[src/rtl/xbar_bcast_arbiter_pkg.sv]
// Shared types for the coherence crossbar broadcast sequencer.
package xbar_bcast_arbiter_pkg;

  localparam int NUM_CPUS   = 4;
  localparam int NUM_NODES  = NUM_CPUS + 1;
  localparam int NODE_IDX_W = $clog2(NUM_NODES);

  typedef logic [NUM_NODES-1:0] node_mask_t;

  typedef enum logic [1:0] {
    IDLE,
    BCAST,
    WAIT_ACK,
    DONE
  } arb_state_t;

endpackage

[src/rtl/xbar_bcast_arbiter_rr_arbiter.sv]
// Combinational round-robin pick: first set request at or above ptr, with wrap.
module rr_arbiter #(
  parameter int N  = 5,
  parameter int IW = $clog2(N)
) (
  input  logic [N-1:0]  req,
  input  logic [IW-1:0] ptr,
  output logic [N-1:0]  gnt,
  output logic [IW-1:0] idx,
  output logic          any_req
);

  // One extra bit so ptr + offset can be wrapped without overflow.
  localparam int SW = IW + 1;

  logic [SW-1:0] pos;
  logic          found;

  // Walk the requests starting at ptr; the first hit wins.
  always_comb begin
    gnt     = '0;
    idx     = '0;
    found   = 1'b0;
    pos     = '0;
    any_req = |req;
    for (int i = 0; i < N; i++) begin
      pos = {1'b0, ptr} + SW'(i);
      if (pos >= SW'(N)) pos = pos - SW'(N);
      if (!found && req[pos[IW-1:0]]) begin
        found               = 1'b1;
        gnt[pos[IW-1:0]]    = 1'b1;
        idx                 = pos[IW-1:0];
      end
    end
  end

endmodule

[src/rtl/xbar_bcast_arbiter.sv]
// Broadcast sequencer for the shared coherence crossbar: one broadcast in
// flight, round-robin grant, then wait for snoop acks from every other node.
module xbar_bcast_arbiter #(
  parameter int NUM_CPUS       = xbar_bcast_arbiter_pkg::NUM_CPUS,
  parameter int TIMEOUT_CYCLES = 64,
  localparam int NN            = NUM_CPUS + 1,
  localparam int IW            = $clog2(NN)
) (
  input  logic          clk,
  input  logic          rst,
  input  logic [NN-1:0] req_i,
  output logic [NN-1:0] gnt_o,
  output logic          bcast_valid_o,
  output logic [IW-1:0] bcast_src_o,
  input  logic [NN-1:0] ack_i,
  output logic [NN-1:0] done_o,
  output logic          timeout_o,
  output logic          err_sticky_o,
  output logic          busy_o
);

  import xbar_bcast_arbiter_pkg::*;

  typedef logic [NN-1:0] mask_t;

  localparam int              TW        = $clog2(TIMEOUT_CYCLES);
  localparam logic [TW-1:0]   TMO_LAST  = TW'(TIMEOUT_CYCLES - 1);
  localparam logic [IW-1:0]   LAST_NODE = IW'(NN - 1);

  arb_state_t    state, state_d;
  logic [IW-1:0] src, src_d;
  logic [IW-1:0] rr_ptr, rr_ptr_d;
  mask_t         ack_seen, ack_seen_d;
  mask_t         others;
  logic [TW-1:0] tmo_cnt, tmo_cnt_d;
  logic          tmo_flag, tmo_flag_d;

  mask_t         win_oh;
  logic [IW-1:0] win_idx;
  logic          win_any;

  // Output values for the next cycle; registered alongside the state.
  mask_t         gnt_d, done_d;
  logic          bv_d, timeout_d, busy_d;

  rr_arbiter #(.N(NN), .IW(IW)) u_rr (
    .req     (req_i),
    .ptr     (rr_ptr),
    .gnt     (win_oh),
    .idx     (win_idx),
    .any_req (win_any)
  );

  // Every node except the current source must ack.
  assign others = ~(mask_t'(1) << src);

  // Next-state and next-output decode.
  always_comb begin
    state_d    = state;
    src_d      = src;
    rr_ptr_d   = rr_ptr;
    ack_seen_d = ack_seen;
    tmo_cnt_d  = tmo_cnt;
    tmo_flag_d = tmo_flag;
    gnt_d      = '0;
    bv_d       = 1'b0;
    case (state)
      IDLE: begin
        if (win_any) begin
          src_d    = win_idx;
          rr_ptr_d = (win_idx == LAST_NODE) ? '0 : win_idx + IW'(1);
          gnt_d    = win_oh;
          bv_d     = 1'b1;
          state_d  = BCAST;
        end
      end
      BCAST: begin
        // Acks during the broadcast cycle itself are not counted.
        ack_seen_d = '0;
        tmo_cnt_d  = '0;
        tmo_flag_d = 1'b0;
        state_d    = WAIT_ACK;
      end
      WAIT_ACK: begin
        ack_seen_d = ack_seen | (ack_i & others);
        if (ack_seen_d == others) begin
          state_d = DONE;
        end else if (tmo_cnt == TMO_LAST) begin
          tmo_flag_d = 1'b1;
          state_d    = DONE;
        end else begin
          tmo_cnt_d = tmo_cnt + TW'(1);
        end
      end
      DONE: begin
        state_d = IDLE;
      end
      default: state_d = IDLE;
    endcase
    done_d    = (state_d == DONE) ? (mask_t'(1) << src_d) : '0;
    timeout_d = (state_d == DONE) && tmo_flag_d;
    busy_d    = (state_d != IDLE);
  end

  // State and registered outputs; reset aborts any transaction silently.
  always_ff @(posedge clk or posedge rst) begin
    if (rst) begin
      state         <= IDLE;
      src           <= '0;
      rr_ptr        <= '0;
      ack_seen      <= '0;
      tmo_cnt       <= '0;
      tmo_flag      <= 1'b0;
      gnt_o         <= '0;
      bcast_valid_o <= 1'b0;
      done_o        <= '0;
      timeout_o     <= 1'b0;
      err_sticky_o  <= 1'b0;
      busy_o        <= 1'b0;
    end else begin
      state         <= state_d;
      src           <= src_d;
      rr_ptr        <= rr_ptr_d;
      ack_seen      <= ack_seen_d;
      tmo_cnt       <= tmo_cnt_d;
      tmo_flag      <= tmo_flag_d;
      gnt_o         <= gnt_d;
      bcast_valid_o <= bv_d;
      done_o        <= done_d;
      timeout_o     <= timeout_d;
      err_sticky_o  <= err_sticky_o | timeout_d;
      busy_o        <= busy_d;
    end
  end

  assign bcast_src_o = src;

endmodule

[config.mk]
export PLATFORM = sky130hd
export DESIGN_NAME = xbar_bcast_arbiter
export DESIGN_NICKNAME = d
export VERILOG_FILES = /design/src/rtl/xbar_bcast_arbiter_pkg.sv /design/src/rtl/xbar_bcast_arbiter_rr_arbiter.sv /design/src/rtl/xbar_bcast_arbiter.sv
export SDC_FILE = /design/constraint.sdc
export NUM_CORES = 1
export LEC_CHECK = 0
export ABC_AREA = 1
export BUFFER_PORTS_ARGS = -buffer_cell sky130_fd_sc_hd__buf_2
export CORE_MARGIN = 1
export CORE_UTILIZATION = 50
export DETAILED_ROUTE_END_ITERATION = 8
export PLACE_DENSITY_LB_ADDON = 0.3
export RECOVER_POWER = 50
export SYNTH_ARGS = -nofsm -noshare
export SYNTH_HDL_FRONTEND = slang
export SYNTH_SLANG_ARGS = --single-unit
[constraint.sdc]
create_clock -name clk -period 3.1 [get_ports clk]
set_input_delay 0.465 -clock clk [delete_from_list [all_inputs] [get_ports clk]]
set_output_delay 0.465 -clock clk [all_outputs]
set_load 0.005 [all_outputs]
==> impl_metrics.env, run 1 <==
export IMPL_status="finished, violations left"
export IMPL_violations="capacitance limit, slew limit"
export IMPL_setup_violations=0
export IMPL_synth_ff_latch_count=34
export IMPL_core_rowCount=26
export IMPL_syn_nets=419
export IMPL_grt_pass1_wl_mm=11.4
export IMPL_worst_r2r_setup_slack_ns=0.16
export IMPL_fin_util_pct=62.3
export IMPL_firstDrtPassIters=4
export IMPL_dieHeight_um=76.1
export IMPL_antenna_found_initial=0
export IMPL_io_buffers=28
export IMPL_wl_per_cell_um=13.3
export IMPL_r2r_start="rr_ptr[0]"
export IMPL_ant_nets=0
export IMPL_n_antenna_cell=0
export IMPL_yosysTopAreaCell="dfrtp_1"
export IMPL_initial_core_util_pct=52.8
export IMPL_viasPerCell=5.38
export IMPL_syn_inst=393
export IMPL_hold_path_startpoint="err_sticky_o"
export IMPL_synth_top_area_share_pct=31.0
export IMPL_crit_arrival_ns=3.10
export IMPL_yosys_cell_types_count=41
export IMPL_chipWidth_um=76.1
export IMPL_rr_worst_depth=18
export IMPL_cts_tree="yes"
export IMPL_grt_max_degree=35
export IMPL_startpoint="rr_ptr[0]"
export IMPL_place_area_um2=3070
export IMPL_synthTopCellsByArea="dfrtp_1, nand2_1, ha_1, nand3_1, inv_1"
export IMPL_drc_errors=0
export IMPL_design_area_um2=3240
export IMPL_insertion_delay_ns=0.29
export IMPL_ios=29
export IMPL_die_area_um2=5800
export IMPL_nets=470
export IMPL_yosysWarnings=0
export IMPL_crit_type="flip-flop to flip-flop"
export IMPL_htreeDepth=2
export IMPL_pre_cts_slack_ns=0.0224
export IMPL_place_hpwl_mm=5.26
export IMPL_cp_required_ns=3.26
export IMPL_coreArea_um2=5200
export IMPL_syn_area_um2=2750
export IMPL_fin_skew_ns=0.00551
export IMPL_cts_sinks=34
export IMPL_clk_path_buf_depth=2
export IMPL_syn_avg_cell_area_um2=6.99
export IMPL_place_gp_congestion=0.968
export IMPL_drt_iter0_markers=177
export IMPL_finalCritPeriodShare_pct=94.8
export IMPL_grt_use_total_pct=24.4
export IMPL_cts_buffers=5
export IMPL_clk_pin_slew_ns=0.07
export IMPL_path_max_fanout=4
export IMPL_gr_total_overflow=0
export IMPL_maxCapViolations=1
export IMPL_hold_class="flip-flop to flip-flop"
export IMPL_area_growth_pct=17.9
export IMPL_worstSetupEndpointType="flip-flop"
export IMPL_min_path_cells=1
export IMPL_relSlewSlack_pct=-17.3
export IMPL_fmax_mhz=340
export IMPL_period_needed_ns=2.94
export IMPL_critPathLaunchType="flip-flop"
export IMPL_wirelength_mm=6.85
export IMPL_clock_root_buffer="clkbuf_8"
export IMPL_fill_cells=486
export IMPL_vias=2769
export IMPL_hold_viol=0
export IMPL_ys_seq_area_share_pct=31.0
export IMPL_drive_above_1_share_pct=25.4
export IMPL_tightest_slew_ns=1.76
export IMPL_drv_slew=35
export IMPL_setup_slack_ns=0.161
export IMPL_grt_pass1_vias=2562
## worst paths after layout
kind,end
hold / removal,err_sticky_o
hold reg to reg,err_sticky_o
setup reg to reg,rr_ptr[1]
setup / recovery,rr_ptr[1]
max in group asynchronous,rr_ptr[1]
min in group asynchronous,ack_seen[2]
## per-layer routing
layer	vias to the layer above	share of wire [%]	global-route usage, %	routed length [µm]
li1	1377	-	-	-
met4	0	1.4	6.73	96
met1	1288	45	33.3	3110
met2	92	47	38.9	3190
met5	-	0	0	0
met3	12	6.6	5.51	455
## Yosys cell counts
cell type and number:
nor2_8 1, nand3_1 32, nand2_2 16, nand4_1 13
nor3_1 12, o2111ai_1 2, clkinv_1 1, xor2_1 3
nor2_4 3, o211ai_1 2, a21oi_1 16, buf_2 1
xor2_2 1, nand3_4 4, nor4_1 1, ha_1 13
a211oi_1 1, or2_2 1, dfrtp_1 34, buf_6 1
xnor2_1 2, clkbuf_1 1, o21a_1 1, nor2_2 2
nand4_2 1, a21boi_2 1, and3_1 2, fa_1 1
a21boi_1 2, nand3_2 6, inv_1 40, o21ai_1 5
nand2_1 112, nor2_1 39, inv_4 1, nand3b_1 1
inv_2 7, o21ai_0 8, nor3b_1 1, or2_1 1
and2_1 1
## cell type report
| class | count | area [µm²] | share of cell area, % |
|---|---|---|---|
| well taps | 70 | 87.6 | 2.70 |
| clock inverters | 1 | 5.00 | 0.154 |
| repair buffers | 47 | 277 | 8.53 |
| inverters | 49 | 189 | 5.83 |
| multi-input cells | 307 | 1740 | 53.8 |
| flip-flops and latches | 34 | 853 | 26.3 |
| clock buffers | 7 | 86.3 | 2.66 |
## metrics by stage
stage               hold WS, ns  cells  setup TNS (ns)
global placement          0.442    503               0
global route              0.469    515          -0.111
finish                    0.462    515               0
CTS                       0.284    511               0
detailed placement        0.445    503               0
floorplan                 0.458    393               0
## placed cells by master, fill, tap and decap left out, types with 5 or more instances in the layout
cell      instances
nor2_2            5
nor2_1           35
buf_2            26
clkbuf_8          6
o21ai_0           7
dfrtp_1          32
nand3_2           6
nand3_1          32
ha_1             12
nand2_1         108
a21oi_1          15
nor3_1           12
nand2_2          20
nand4_1          13
inv_1            38
buf_4            18
inv_2             8
## sequential cells by signal, indices dropped and copies added (netlist names)
register and flops:
ack_seen 5, bcast_src_o 3, bcast_valid_o 1, busy_o 1, done_o 5, err_sticky_o 1
gnt_o 5, rr_ptr 3, state 2, timeout_o 1, tmo_cnt 6, tmo_flag 1
## cell families after synthesis
logic type / after synthesis / share of synthesized area (%)
buffers and inverters: 52 / 7.51
adders and majority gates: 14 / 6.65
DFF: 34 / 31.0
xor gates and xnor gates: 6 / 2.19
AOI/OAI and AO/OA: 38 / 7.97
and+or+nand+nor: 249 / 44.7
## timing repair
| action | CTS | global route |
|---|---|---|
| setup endpoints to repair | 0 | 10 |
| buffers inserted | 0 | 4 |
| hold buffers | 0 | 0 |
| gates resized for setup | 0 | 22 |
| endpoints found under the hold margin | 0 | 0 |
## worst max-delay path, cell delays in order (launching register included)
cell	delay [ns]
dfrtp_1	0.39
inv_2	0.06
ha_1	0.15
inv_1	0.06
fa_2	0.56
inv_1	0.07
a21oi_4	0.17
nor2_2	0.07
nand3_1	0.08
nand2_2	0.07
nor2_4	0.13
nand4_1	0.15
nor2_2	0.18
nor2_1	0.07
nand3_2	0.10
inv_1	0.07
ha_1	0.28
nand2_1	0.06
o21ai_0	0.08
Power of run 1 is left out: the tool's default activity adds up to more than one toggle a clock period on the data nets, which glitch-free logic cannot reach.
==> run 2, diff against run 1 <==
--- a/config.mk
+++ b/config.mk
@@ -5,7 +5,7 @@
 export SDC_FILE = /design/constraint.sdc
 export NUM_CORES = 1
 export LEC_CHECK = 0
-export ABC_AREA = 1
+export ABC_AREA = 0
 export BUFFER_PORTS_ARGS = -buffer_cell sky130_fd_sc_hd__buf_2
 export CORE_MARGIN = 1
 export CORE_UTILIZATION = 50
==> run 2 against run 1 <==
  * The run ends with setup timing left
  * Setup slack worse by 0.34 ns
  * Synthesized area rose by 4.1%
  * Register-to-register slack got worse by 0.34 ns
  * Highest routed layer unchanged
==> impl_metrics.env, run 2 <==
export IMPL_status="finished, violations left"
export IMPL_violations="setup timing"
export IMPL_synthTopCellsByCount="dfrtp_1, nor2_1, nand2_1"
export IMPL_syn_inst=324
export IMPL_nets=435
export IMPL_insertion_delay_ns=0.28
export IMPL_critPathLaunchType="flip-flop"
export IMPL_syn_area_um2=2860
export IMPL_synth_top_area_share_pct=29.7
export IMPL_hold_class="primary input to async pin"
export IMPL_gr_total_overflow=0
export IMPL_crit_type="flip-flop to flip-flop"
export IMPL_drv_slew=0
export IMPL_fmax_mhz=305
export IMPL_fin_util_pct=69.3
export IMPL_core_rowCount=27
export IMPL_drt_iter0_markers=196
export IMPL_grt_use_total_pct=27.3
export IMPL_syn_avg_cell_area_um2=8.84
export IMPL_initial_core_util_pct=52.0
export IMPL_r2r_end="done_o[4]"
export IMPL_rr_worst_depth=13
export IMPL_chipWidth_um=77.7
export IMPL_worst_r2r_setup_slack_ns=-0.18
export IMPL_die_area_um2=6030
export IMPL_r2r_start="rr_ptr[1]"
export IMPL_tns_ns=-0.846
export IMPL_async_reset_ff_share_pct=100
export IMPL_htreeDepth=2
export IMPL_grt_busiest_layer="met2"
export IMPL_cts_sinks=34
export IMPL_firstDrtPassIters=8
export IMPL_cts_hold_buffers=0
export IMPL_ios=29
export IMPL_antenna_found_initial=0
export IMPL_coreArea_um2=5510
export IMPL_syn_nets=350
export IMPL_wirelength_mm=7.74
export IMPL_fin_skew_ns=0.00328
export IMPL_cts_tree="yes"
export IMPL_clk_path_buf_depth=2
export IMPL_dp_cells=466
export IMPL_yosysMostFrequentCell="dfrtp_1"
export IMPL_grt_pass1_wl_mm=12.9
export IMPL_yosysTopAreaCell="dfrtp_1"
export IMPL_drive_above_1_share_pct=40.0
export IMPL_viasPerCell=5.80
export IMPL_grt_use_met1_pct=37.0
export IMPL_path_max_fanout=8
export IMPL_top_register="tmo_cnt"
export IMPL_fin_cells=482
export IMPL_io_buffers=28
export IMPL_use_met3_pct=4.94
export IMPL_cts_buffers=5
export IMPL_drc_errors=0
export IMPL_relSlewSlack_pct=29.8
export IMPL_place_gp_congestion=0.969
export IMPL_finalCritPeriodShare_pct=106
export IMPL_hold_viol=0
export IMPL_clock_root_buffer="clkbuf_8"
export IMPL_cp_required_ns=3.27
export IMPL_fill_cells=402
export IMPL_tightest_slew_ns=1.05
export IMPL_maxCapViolations=0
export IMPL_yosys_cell_types_count=75
export IMPL_n_antenna_cell=0
export IMPL_whs_ns=0.208
export IMPL_grt_pass1_vias=2654
export IMPL_period_needed_ns=3.28
export IMPL_rsz0062_at_grt="yes"
export IMPL_dieHeight_um=77.7
export IMPL_grt_max_degree=21
export IMPL_layout_commonest_cell="buf_4"
export IMPL_largest_reg_flops=6
export IMPL_synth_edf_count=0
export IMPL_setup_slack_ns=-0.180
export IMPL_grtUsageMet2_pct=43.1
export IMPL_wl_per_cell_um=16.0
export IMPL_worstSetupEndpointType="flip-flop"
export IMPL_vias=2797
export IMPL_synthTopCellsByArea="dfrtp_1, ha_1, mux2i_1, nor2_1, nand2_1"
export IMPL_clk_pin_slew_ns=0.06
export IMPL_yosysWarnings=0
export IMPL_mostFrequentLayoutCells="buf_4, dfrtp_1, nor2_1"
export IMPL_ys_seq_area_share_pct=29.7
export IMPL_ant_nets=0
export IMPL_place_hpwl_mm=5.82
export IMPL_synthFlopType="dfrtp_1"
export IMPL_setup_violations=11
export IMPL_synth_ff_latch_count=34
export IMPL_area_growth_pct=33.2
export IMPL_crit_arrival_ns=3.45
[run 2: layer usage]
metal  part of all wire (%)  wire length (µm)
met1                     46              3520
met2                     47              3630
met3                    4.7               366
met4                    2.8               214
met5                      0                 0
[run 2: metrics by stage]
| stage | setup WS [ns] | area [µm²] |
|---|---|---|
| after floorplan | -0.186 | 2980 |
| final | -0.180 | 3810 |
| after detailed placement | -0.207 | 3520 |
| after global placement | -0.178 | 3520 |
| after global routing | -0.265 | 3810 |
| after CTS | -0.108 | 3750 |
[run 2: logic make-up after synthesis]
kind of cell    synth area share [%]
mux                             7.21
flops                           29.7
xor+xnor                        3.28
fa+ha+maj                       6.38
compound gates                  22.8
buf+inv                         6.03
simple gates                    24.6
[run 2: worst max path at each step]
stage	from	end	slack, ns	cells after the start
after floorplan	rr_ptr[0]	rr_ptr[2]	-0.19	14
after global placement	rr_ptr[1]	rr_ptr[2]	-0.18	13
after detailed placement	rr_ptr[1]	rr_ptr[2]	-0.21	13
after CTS	rr_ptr[0]	rr_ptr[2]	-0.11	13
after global routing	rr_ptr[1]	done_o[4]	-0.26	13
final	rr_ptr[1]	done_o[4]	-0.18	13
[run 2: what timing repair did]
item                                    4_1_cts  5_1_grt
buffers inserted                              4        4
pin swaps                                    14        4
gates cloned                                  0        0
resized for setup                            18       11
endpoints found under the setup margin       12       14
[run 2: final cells by class]
cell class              instances  area [µm²]  share of cell area (%)
flip-flops and latches         34         855                    22.4
clock inverters                 1        5.00                   0.131
clock buffers                   7        86.3                    2.26
multi-input cells             256        2070                    54.2
inverters                      19        76.3                    2.00
well taps                      72        90.1                    2.36
repair buffers                 93         636                    16.7
[run 2: critical path: stages, from the launching register on]
cell     delay (ns)
dfrtp_2        0.49
ha_4           0.19
inv_2          0.04
fa_2           0.47
or2_4          0.29
o32ai_4        0.11
a22oi_2        0.12
a22o_1         0.25
buf_6          0.14
nor4_4         0.32
o32ai_4        0.16
buf_4          0.17
o21a_4         0.22
and4_1         0.19
Power of run 2 is left out for the same reason.
